===== config.mk =====
export PLATFORM = sky130hd
export DESIGN_NAME = cart_loader
export DESIGN_NICKNAME = d
export VERILOG_FILES = /design/src/rtl/cart_loader.sv
export SDC_FILE = /design/constraint.sdc
export NUM_CORES = 1
export LEC_CHECK = 0
export ABC_AREA = 1
export ABC_CLOCK_PERIOD_IN_PS = 6000
export BUFFER_PORTS_ARGS = -buffer_cell sky130_fd_sc_hd__buf_2
export CAP_MARGIN = 5
export CORE_AREA = 5 5 105 107
export DETAILED_ROUTE_END_ITERATION = 10
export DIE_AREA = 0 0 110 112
export PLACE_DENSITY = 0.71
export SKIP_LAST_GASP = 1
export SLEW_MARGIN = 25
export SYNTH_ARGS = -nofsm -noshare
export SYNTH_HDL_FRONTEND = slang
export SYNTH_SLANG_ARGS = --single-unit

===== constraint.sdc =====
create_clock -name clk_sys -period 6 [get_ports clk_sys]
set_clock_uncertainty 0.2 [all_clocks]
set_input_delay 0.6 -clock clk_sys [delete_from_list [all_inputs] [get_ports clk_sys]]
set_output_delay 0.6 -clock clk_sys [all_outputs]
set_load 0.1 [all_outputs]

===== src/rtl/cart_loader.sv =====
`default_nettype none
// ============================================================================
//  Module      : cart_loader
//  Description : Cartridge load stage between the ioctl download stream and
//                the console core. Forwards accepted ROM writes (registered),
//                tracks the loaded image size, decodes the file extension
//                into a bank-switch scheme and decides SuperChip RAM enable.
//                Results are latched once per download and held until the
//                next download completes.
//  Ports       : clk_sys, reset (sync, active-high)
//                ioctl_download/wr/addr/dout/file_ext : HPS download stream
//                sc_mode   : SuperChip select (0 auto, 1 off, 2/3 on)
//                rom_we/wa/wd : registered ROM write port
//                rom_size, force_bs, sc : per-download results
//                busy : load in progress, done : one-cycle results-valid pulse
//  Revision    : 1.0 - initial release
// ============================================================================
module cart_loader #(
    parameter int ADDR_W = 16
) (
    input  logic              clk_sys,
    input  logic              reset,
    input  logic              ioctl_download,
    input  logic              ioctl_wr,
    input  logic [24:0]       ioctl_addr,
    input  logic [7:0]        ioctl_dout,
    input  logic [31:0]       ioctl_file_ext,
    input  logic [1:0]        sc_mode,
    output logic              rom_we,
    output logic [ADDR_W-1:0] rom_wa,
    output logic [7:0]        rom_wd,
    output logic [16:0]       rom_size,
    output logic [3:0]        force_bs,
    output logic              sc,
    output logic              busy,
    output logic              done
);

    typedef enum logic [1:0] {
        S_IDLE  = 2'd0,
        S_LOAD  = 2'd1,
        S_FINAL = 2'd2
    } state_t;

    localparam logic [16:0] c_SIZE_8K  = 17'd8192;
    localparam logic [16:0] c_SIZE_16K = 17'd16384;
    localparam logic [16:0] c_SIZE_32K = 17'd32768;

    state_t      r_state;
    logic        r_dl_prev;
    logic        r_rise_pend;
    logic [16:0] r_size;
    logic        r_sc_data;
    logic [7:0]  r_ref;
    logic [1:0]  r_mode;
    logic [3:0]  r_bs;
    logic        r_ext_s;

    logic        w_rise;
    logic        w_fall;
    logic        w_accept;
    logic [23:0] w_ext;
    logic [3:0]  w_bs_dec;
    logic [16:0] w_end;
    logic        w_addr_zero;
    logic        w_low_page;
    logic        w_size_ok;
    logic        w_sc_auto;

    assign w_rise   = ioctl_download & ~r_dl_prev;
    assign w_fall   = ~ioctl_download & r_dl_prev;
    assign w_accept = (r_state == S_LOAD) & ioctl_wr & (ioctl_addr[24:ADDR_W] == '0);

    // Extensions arrive right-aligned; a 3-char name with the dot sits in the
    // low 24 bits, a 4-char one (e.g. ".F6S") has the dot one byte higher.
    assign w_ext = (ioctl_file_ext[23:16] == 8'h2E) ? ioctl_file_ext[23:0]
                                                    : ioctl_file_ext[31:8];

    always_comb begin
        w_bs_dec = 4'd0;
        case (w_ext)
            ".F8":   w_bs_dec = 4'd1;
            ".F6":   w_bs_dec = 4'd2;
            ".FE":   w_bs_dec = 4'd3;
            ".E0":   w_bs_dec = 4'd4;
            ".3F":   w_bs_dec = 4'd5;
            ".F4":   w_bs_dec = 4'd6;
            ".P2":   w_bs_dec = 4'd7;
            ".FA":   w_bs_dec = 4'd8;
            ".CV":   w_bs_dec = 4'd9;
            ".UA":   w_bs_dec = 4'd11;
            ".E7":   w_bs_dec = 4'd12;
            ".F0":   w_bs_dec = 4'd13;
            ".32":   w_bs_dec = 4'd14;
            default: w_bs_dec = 4'd0;
        endcase
    end

    // 17-bit end address so a write to the last byte yields the full 64 KB.
    assign w_end       = 17'(ioctl_addr[ADDR_W-1:0]) + 17'd1;
    assign w_addr_zero = (ioctl_addr[ADDR_W-1:0] == '0);
    assign w_low_page  = (ioctl_addr[ADDR_W-1:8] == '0);
    assign w_size_ok   = (r_size == c_SIZE_8K) | (r_size == c_SIZE_16K) |
                         (r_size == c_SIZE_32K);
    // Auto mode: explicit "S" suffix, or a uniform first page (the SuperChip
    // RAM window reads back as fill) in a standard-size image.
    assign w_sc_auto   = r_ext_s | (r_sc_data & w_size_ok);

    always_ff @(posedge clk_sys) begin
        if (reset) begin
            r_state     <= S_IDLE;
            // Treat the line as already high so a download in progress across
            // reset is not mistaken for a new one.
            r_dl_prev   <= 1'b1;
            r_rise_pend <= 1'b0;
            r_size      <= '0;
            r_sc_data   <= 1'b0;
            r_ref       <= '0;
            r_mode      <= '0;
            r_bs        <= '0;
            r_ext_s     <= 1'b0;
            rom_we      <= 1'b0;
            rom_wa      <= '0;
            rom_wd      <= '0;
            rom_size    <= '0;
            force_bs    <= '0;
            sc          <= 1'b0;
            busy        <= 1'b0;
            done        <= 1'b0;
        end else begin
            r_dl_prev <= ioctl_download;
            rom_we    <= w_accept;
            done      <= 1'b0;
            if (w_accept) begin
                rom_wa <= ioctl_addr[ADDR_W-1:0];
                rom_wd <= ioctl_dout;
            end

            case (r_state)
                S_IDLE: begin
                    if (w_rise | r_rise_pend) begin
                        r_state     <= S_LOAD;
                        busy        <= 1'b1;
                        r_rise_pend <= 1'b0;
                        r_size      <= '0;
                        r_sc_data   <= 1'b1;
                        r_ref       <= '0;
                        r_mode      <= sc_mode;
                        r_bs        <= w_bs_dec;
                        r_ext_s     <= (ioctl_file_ext[7:0] == "S");
                    end else begin
                        busy <= 1'b0;
                    end
                end

                S_LOAD: begin
                    if (w_accept) begin
                        if (w_end > r_size)
                            r_size <= w_end;
                        // Relies on ascending order: byte 0 arrives first.
                        if (w_addr_zero)
                            r_ref <= ioctl_dout;
                        else if (w_low_page && (ioctl_dout != r_ref))
                            r_sc_data <= 1'b0;
                    end
                    if (w_fall)
                        r_state <= S_FINAL;
                end

                S_FINAL: begin
                    rom_size <= r_size;
                    force_bs <= r_bs;
                    case (r_mode)
                        2'd1:    sc <= 1'b0;
                        2'd2,
                        2'd3:    sc <= 1'b1;
                        default: sc <= w_sc_auto;
                    endcase
                    done    <= 1'b1;
                    r_state <= S_IDLE;
                    // A download that restarts right here is picked up in IDLE.
                    if (w_rise)
                        r_rise_pend <= 1'b1;
                end

                default: r_state <= S_IDLE;
            endcase
        end
    end

endmodule
`default_nettype wire


-- Word level (Yosys, flattened, before mapping)
Cells that the tools add are included.
- register bits after elaboration: 86
- output and inout bits: 49
- input port bits: 71
- logic and storage cells: 100
- mux-type cells: 24
- bitwise logic cells: 11
- $add $sub $neg: 1
- reductions and logical operators: 14
- equal/unequal tests: 32
- order comparisons: 1
- operator list (operator ; number):
    $eq 24x22->1 const B ; 13
    $pmux 4 s13 ; 1
    $mux 17 ; 3
    $pmux 17 s2 ; 1
    $mux 24 ; 1
    $mux 8 ; 3
    $add 16x1->17 const B ; 1
    $eq 17x14->1 const B ; 1
    $eq 17x15->1 const B ; 1
    $eq 17x16->1 const B ; 1
    $gt 17x17->1 ; 1
    $logic_not 16->1 ; 1
    $pmux 8 s2 ; 1
    $ne 2x2->1 const B ; 6
    $logic_not 9->1 ; 1
    $eq 8x6->1 const B ; 1
    $eq 8x7->1 const B ; 1
    $logic_not 8->1 ; 1
    $mux 1 ; 8
    $ne 8x8->1 ; 1
    $reduce_and 4->1 ; 2
    $eq 2x2->1 const B ; 3
    $pmux 1 s2 ; 3
    $and 1x1->1 ; 5
    13 further kinds ; 22

-- Longest topological paths before layout
- depth in word-level cells: 6
- depth in mapped cells: 21

-- Worst setup path before layout
Ideal clock, no wire load.
- path kind: input to register
- from: input port ioctl_addr[0]
- to: register r_size[10]
- stages: 20
- library setup time: 0.065 ns
- path buffers: 1
- required time: 5.735 ns
- arrival time: 3.168 ns
- setup slack: 2.568 ns
- cell sequence: ha_1 > nand2_1 > nor2_1 > nand4_1 > nor2_1 > nand3_1 > nor2_1 > nand3_1 > nor3_1 > ha_1 > a21oi_1 > o21ai_0 > a21oi_1 > nand3_1 > o21ai_0 > nand2_1 > nand2_1 > buf_2 > a21oi_1 > nor2_1
- cells in the longest elaborated chain, start to end: 4
- RTL lines (element ; line ; RTL):
    from (decl) ; 25 ; input logic [24:0] ioctl_addr,
    $add 16x1->17 * ; 100 ; assign w_end = 17'(ioctl_addr[ADDR_W-1:0]) + 17'd1;
    $gt 17x17->1 or $mux 17 (tied branches) ; 158 ; if (w_end > r_size)
    $ne 2x1->1 (no source line) or $mux 17 (tied branches) ; n/a ;
    $reduce_and 4->1 (no source line) or $pmux 17 s2 (tied branches) ; n/a ;
    to (signal assigned) ; 159 ; r_size <= w_end;
    to (decl) ; 52 ; logic [16:0] r_size;
Every way passes the cells marked *; elsewhere a longest branch is shown, timed or not. The select of a mux whose other input is x is not followed.
A chain may end at the register's enable or synchronous reset.

-- Worst setup path in the final report
- from: input port ioctl_addr[0]
- to: register r_size[15]
Same word-level chain as after synthesis.

==> flow_summary_export.csv <==
group,metric,value,unit
logic_synthesis,synth_async_sr_flop_share,0,%
sta,fin_crit_sh,64.0,%
clock_tree,clk_path_buf_depth,2,
logic_synthesis,synth_edf_count,0,
job,cap_violations,0,
logic_synthesis,syn_nets,818,
logic_synthesis,synth_area_per_cell,6.62,sq um
setup_path,cp_slowest_cell,"a21boi_2",
cells_and_area,diodes,0,
routing,drc,0,
logic_synthesis,synth.distinct_cells,30,
floorplan,core,10000,sq um
setup_path,cp.depth,19,
routing,wl,12500,um
clock_tree,cts_buffers,9,
setup_path,reg2reg_to,"r_size[15]$_SDFFE_PP0P_",
logic_synthesis,yosysWarnings,0,
sta,worst_slack,2160,ps
routing,vias,4885,
power_and_ir_drop,netSwitchingFraction,28.0,%
logic_synthesis,synth_top_area_share,35.7,%
global_routing,grt_max_degree,60,
global_routing,groute.layer.met1.usage,26.5,%
routing,drt_first_pass_iters,5,
setup_path,path_class,"primary input to register",
clock_tree,cts_root_buf,"clkbuf_8",
setup_path,critPathBufInv,1,
sta,hold_viol,0,
place,post-dp-hpwl,9660,um
clock_tree,worstSkewPairLatency,360,ps
global_routing,grt_use_met2,34.6,%
logic_synthesis,synth-seq-cells,86,
setup_path,worstSetupStartpoint,"ioctl_addr[0]",
clock_tree,cts_setup_buffers,0,
setup_path,rr_worst_depth,9,
cells_and_area,synthToLayoutAreaGrowth,17.8,%
setup_path,critPathMaxFanout,16,
power_and_ir_drop,p_leak,2.87,nW
clock_tree,cts_sinks,86,
clock_tree,htree_num_levels,3,
routing,wl_per_cell,12.8,um
global_routing,busiest_layer,"met2",
outcome,status,"finished, final reports clean",
setup_path,endpoint,"r_size[15]$_SDFFE_PP0P_",
power_and_ir_drop,pwr-share-seq,50.3,%
power_and_ir_drop,intPower,0.848,mW
logic_synthesis,ys_seq_area_share,35.7,%
global_routing,grt-ovfl-total,0,
sta,setup_viol,0,
global_routing,grt_pass1_wl,21000,um
sta,max_freq,260,MHz
global_routing,grt_pass1_vias,4649,
power_and_ir_drop,pwr-share-comb,15.7,%
setup_path,critPathLaunchType,"primary input",
place,io_buffers,119,
sta,max-slew-margin-rel,42.2,%
power_and_ir_drop,ir_drop,0.000109,V
routing,via_per_inst,5.02,
routing,ant_nets,0,
setup_path,crit_arrival,3930,ps
setup_path,r2r-start,"r_state[0]$_SDFFE_PP0P_",
floorplan,fp.dieW,110,um
sta,tns,0,ps
cells_and_area,fin_nets,923,
clock_tree,clk_pin_slew,80,ps
cells_and_area,drive_above_1_share,17.6,%
power_and_ir_drop,switching_power,0.329,mW
setup_path,crit_family,"simple AND/OR/NAND/NOR gates",
logic_synthesis,synth.most_common_cell,"nand2_1",
global_routing,antenna_found_initial,0,
routing,drt-initial-drc-count,274,
sta,period_needed,3840,ps
clock_tree,cts_resized,0,
setup_path,cp.required,6090,ps
floorplan,ioPinCount,120,
worst_hold_path,hp-class,"register to register",
global_routing,globalRouteMet3Util,4.58,%
setup_path,endpoint_kind,"register",
logic_synthesis,syn_inst,728,
floorplan,rows,37,
floorplan,die_h,112,um
sta,whs,255,ps
sta,rsz0062_at_grt,"false",
place,place.gp.congestion,0.911,
power_and_ir_drop,power_density,207,nW/um^2
setup_path,reg2reg_slack,3130,ps
floorplan,start_util,48.0,%
logic_synthesis,yosys-top-cells-count,"nand2_1 (125), inv_1 (101), nor2_1 (96), dfxtp_1 (86), a21oi_1 (84)",
sta,drv_slew,0,
place,pre_cts_ws,1880,ps
global_routing,grtUsageTotal,20.8,%
sta,tightest_slew,866,ps
setup_path,cp_cell_sequence,"buf_2 > ha_1 > nand2_1 > nor2_1 > nand4_1 > nor2_1 > nand3_1 > nor2_1 > nand3_1 > xor2_1 > ha_1 > nand4_1 > nor2_1 > nand4_1 > nand3_1 > o21ai_0 > a21boi_2 > o21ai_0 > nor2_1",
floorplan,dieArea,12300,sq um
power_and_ir_drop,clockPowerShare,34.0,%
clock_tree,cts_tree,"done",
logic_synthesis,ys.flop_type,"dfxtp_1",
logic_synthesis,yosys.area.top_type,"dfxtp_1",
logic_synthesis,syn_area,4820,sq um
clock_tree,postCtsHoldBufs,0,
logic_synthesis,synth_area_leaders,"dfxtp_1 (36%), nand2_1 (9.7%), a21oi_1 (8.7%)",
setup_path,critPathMaxStageDelay,580,ps
setup_path,critical_path.most_common_cell,"nor2_1",
==> flip-flops by register name (all words and copies together) (netlist names) <==
signal and flops:
rom_size 17, r_bs 4, rom_wd 8, r_sc_data 1, r_ext_s 1, sc 1, r_ref 8, r_rise_pend 1
rom_wa 16, force_bs 4, done 1, r_size 17, r_mode 2, r_state 2, r_dl_prev 1, busy 1
rom_we 1
==> stage by stage <==
| step | instances | util (%) | power, mW | area (sq um) |
|---|---|---|---|---|
| floorplan | 728 | - | 0.728 | 4820 |
| global placement | 958 | 54.6 | 0.783 | 5490 |
| detailed placement | 958 | 54.6 | 0.789 | 5490 |
| CTS | 973 | 56.5 | 1.19 | 5680 |
| global route | 973 | 56.5 | 1.24 | 5680 |
| finish | 973 | 56.5 | 1.18 | 5680 |
==> power by group through the flow <==
stage | registers, mW | clock network, mW | logic, mW
6_report | 0.592 | 0.400 | 0.185
5_1_grt | 0.594 | 0.438 | 0.209
4_1_cts | 0.592 | 0.414 | 0.185
3_5_place_dp | 0.605 | 0 | 0.184
3_3_place_gp | 0.605 | 0 | 0.178
2_1_floorplan | 0.622 | 0 | 0.107
==> cell type report <==
class	instances	area (sq um)
multi-input combinational	510	2590
tap	136	170
sequential	86	1720
timing repair buffer	121	611
clock buffer	12	145
inverter	105	394
fill	1018	4370
clock inverter	3	45.0
==> placed cells by master (no fill, tap or decap) <==
cell	netlist	layout
buf_4	1	2
nor4_1	9	9
clkinv_1	2	1
o21ai_0	73	73
nand3_1	42	42
a21o_1	1	1
clkbuf_8	0	10
nor3_1	12	12
or2_2	1	1
nor2_1	96	95
o21ai_1	1	1
ha_1	19	19
a211oi_1	6	6
clkinvlp_4	0	2
nor4b_2	1	1
nor2_2	2	3
mux2i_4	1	1
a21oi_1	84	84
bufinv_16	0	1
dfxtp_1	86	86
buf_2	7	119
xor2_1	15	15
nor2_8	1	1
nand3b_1	4	4
nor3b_1	1	1
inv_1	101	101
nand4_1	13	13
a21boi_2	1	1
clkbuf_1	15	2
nand2_2	2	2
inv_2	2	3
nand2_1	125	125
==> worst min-delay path by stage <==
stage	from	endpoint	slack (ps)	depth (start not counted)
final	r_mode[0]$_SDFFE_PP0P_	r_mode[0]$_SDFFE_PP0P_	260	2
after global routing	sc_mode[1]	r_mode[1]$_SDFFE_PP0P_	270	3
after CTS	sc_mode[1]	r_mode[1]$_SDFFE_PP0P_	260	3
after detailed placement	r_mode[0]$_SDFFE_PP0P_	r_mode[0]$_SDFFE_PP0P_	250	2
after global placement	r_mode[0]$_SDFFE_PP0P_	r_mode[0]$_SDFFE_PP0P_	240	2
after floorplan	r_mode[0]$_SDFFE_PP0P_	r_mode[0]$_SDFFE_PP0P_	220	2
==> metal layers <==
metal	vias to the layer above	routed length [um]
met5	-	0
met4	0	170
met3	13	718
met2	125	6060
met1	2167	5510
li1	2580	-
==> worst min-delay path: stages, from the launching register on <==
cell and delay (ps):
dfxtp_1 300, inv_1 60, a21oi_1 60
==> cell families (layout without fill, tap and decap cells) <==
logic type / count (synthesis) / in the layout / share of synthesized area, %
compound gates: 166 / 166 / 17.7
xor+xnor: 15 / 15 / 2.73
fa+ha+maj: 19 / 19 / 4.94
buf+inv: 132 / 241 / 10.5
flops: 86 / 86 / 35.7
mux: 1 / 1 / 0.467
simple gates: 309 / 309 / 27.8
Note: power is estimated with default switching activity, not from simulation.
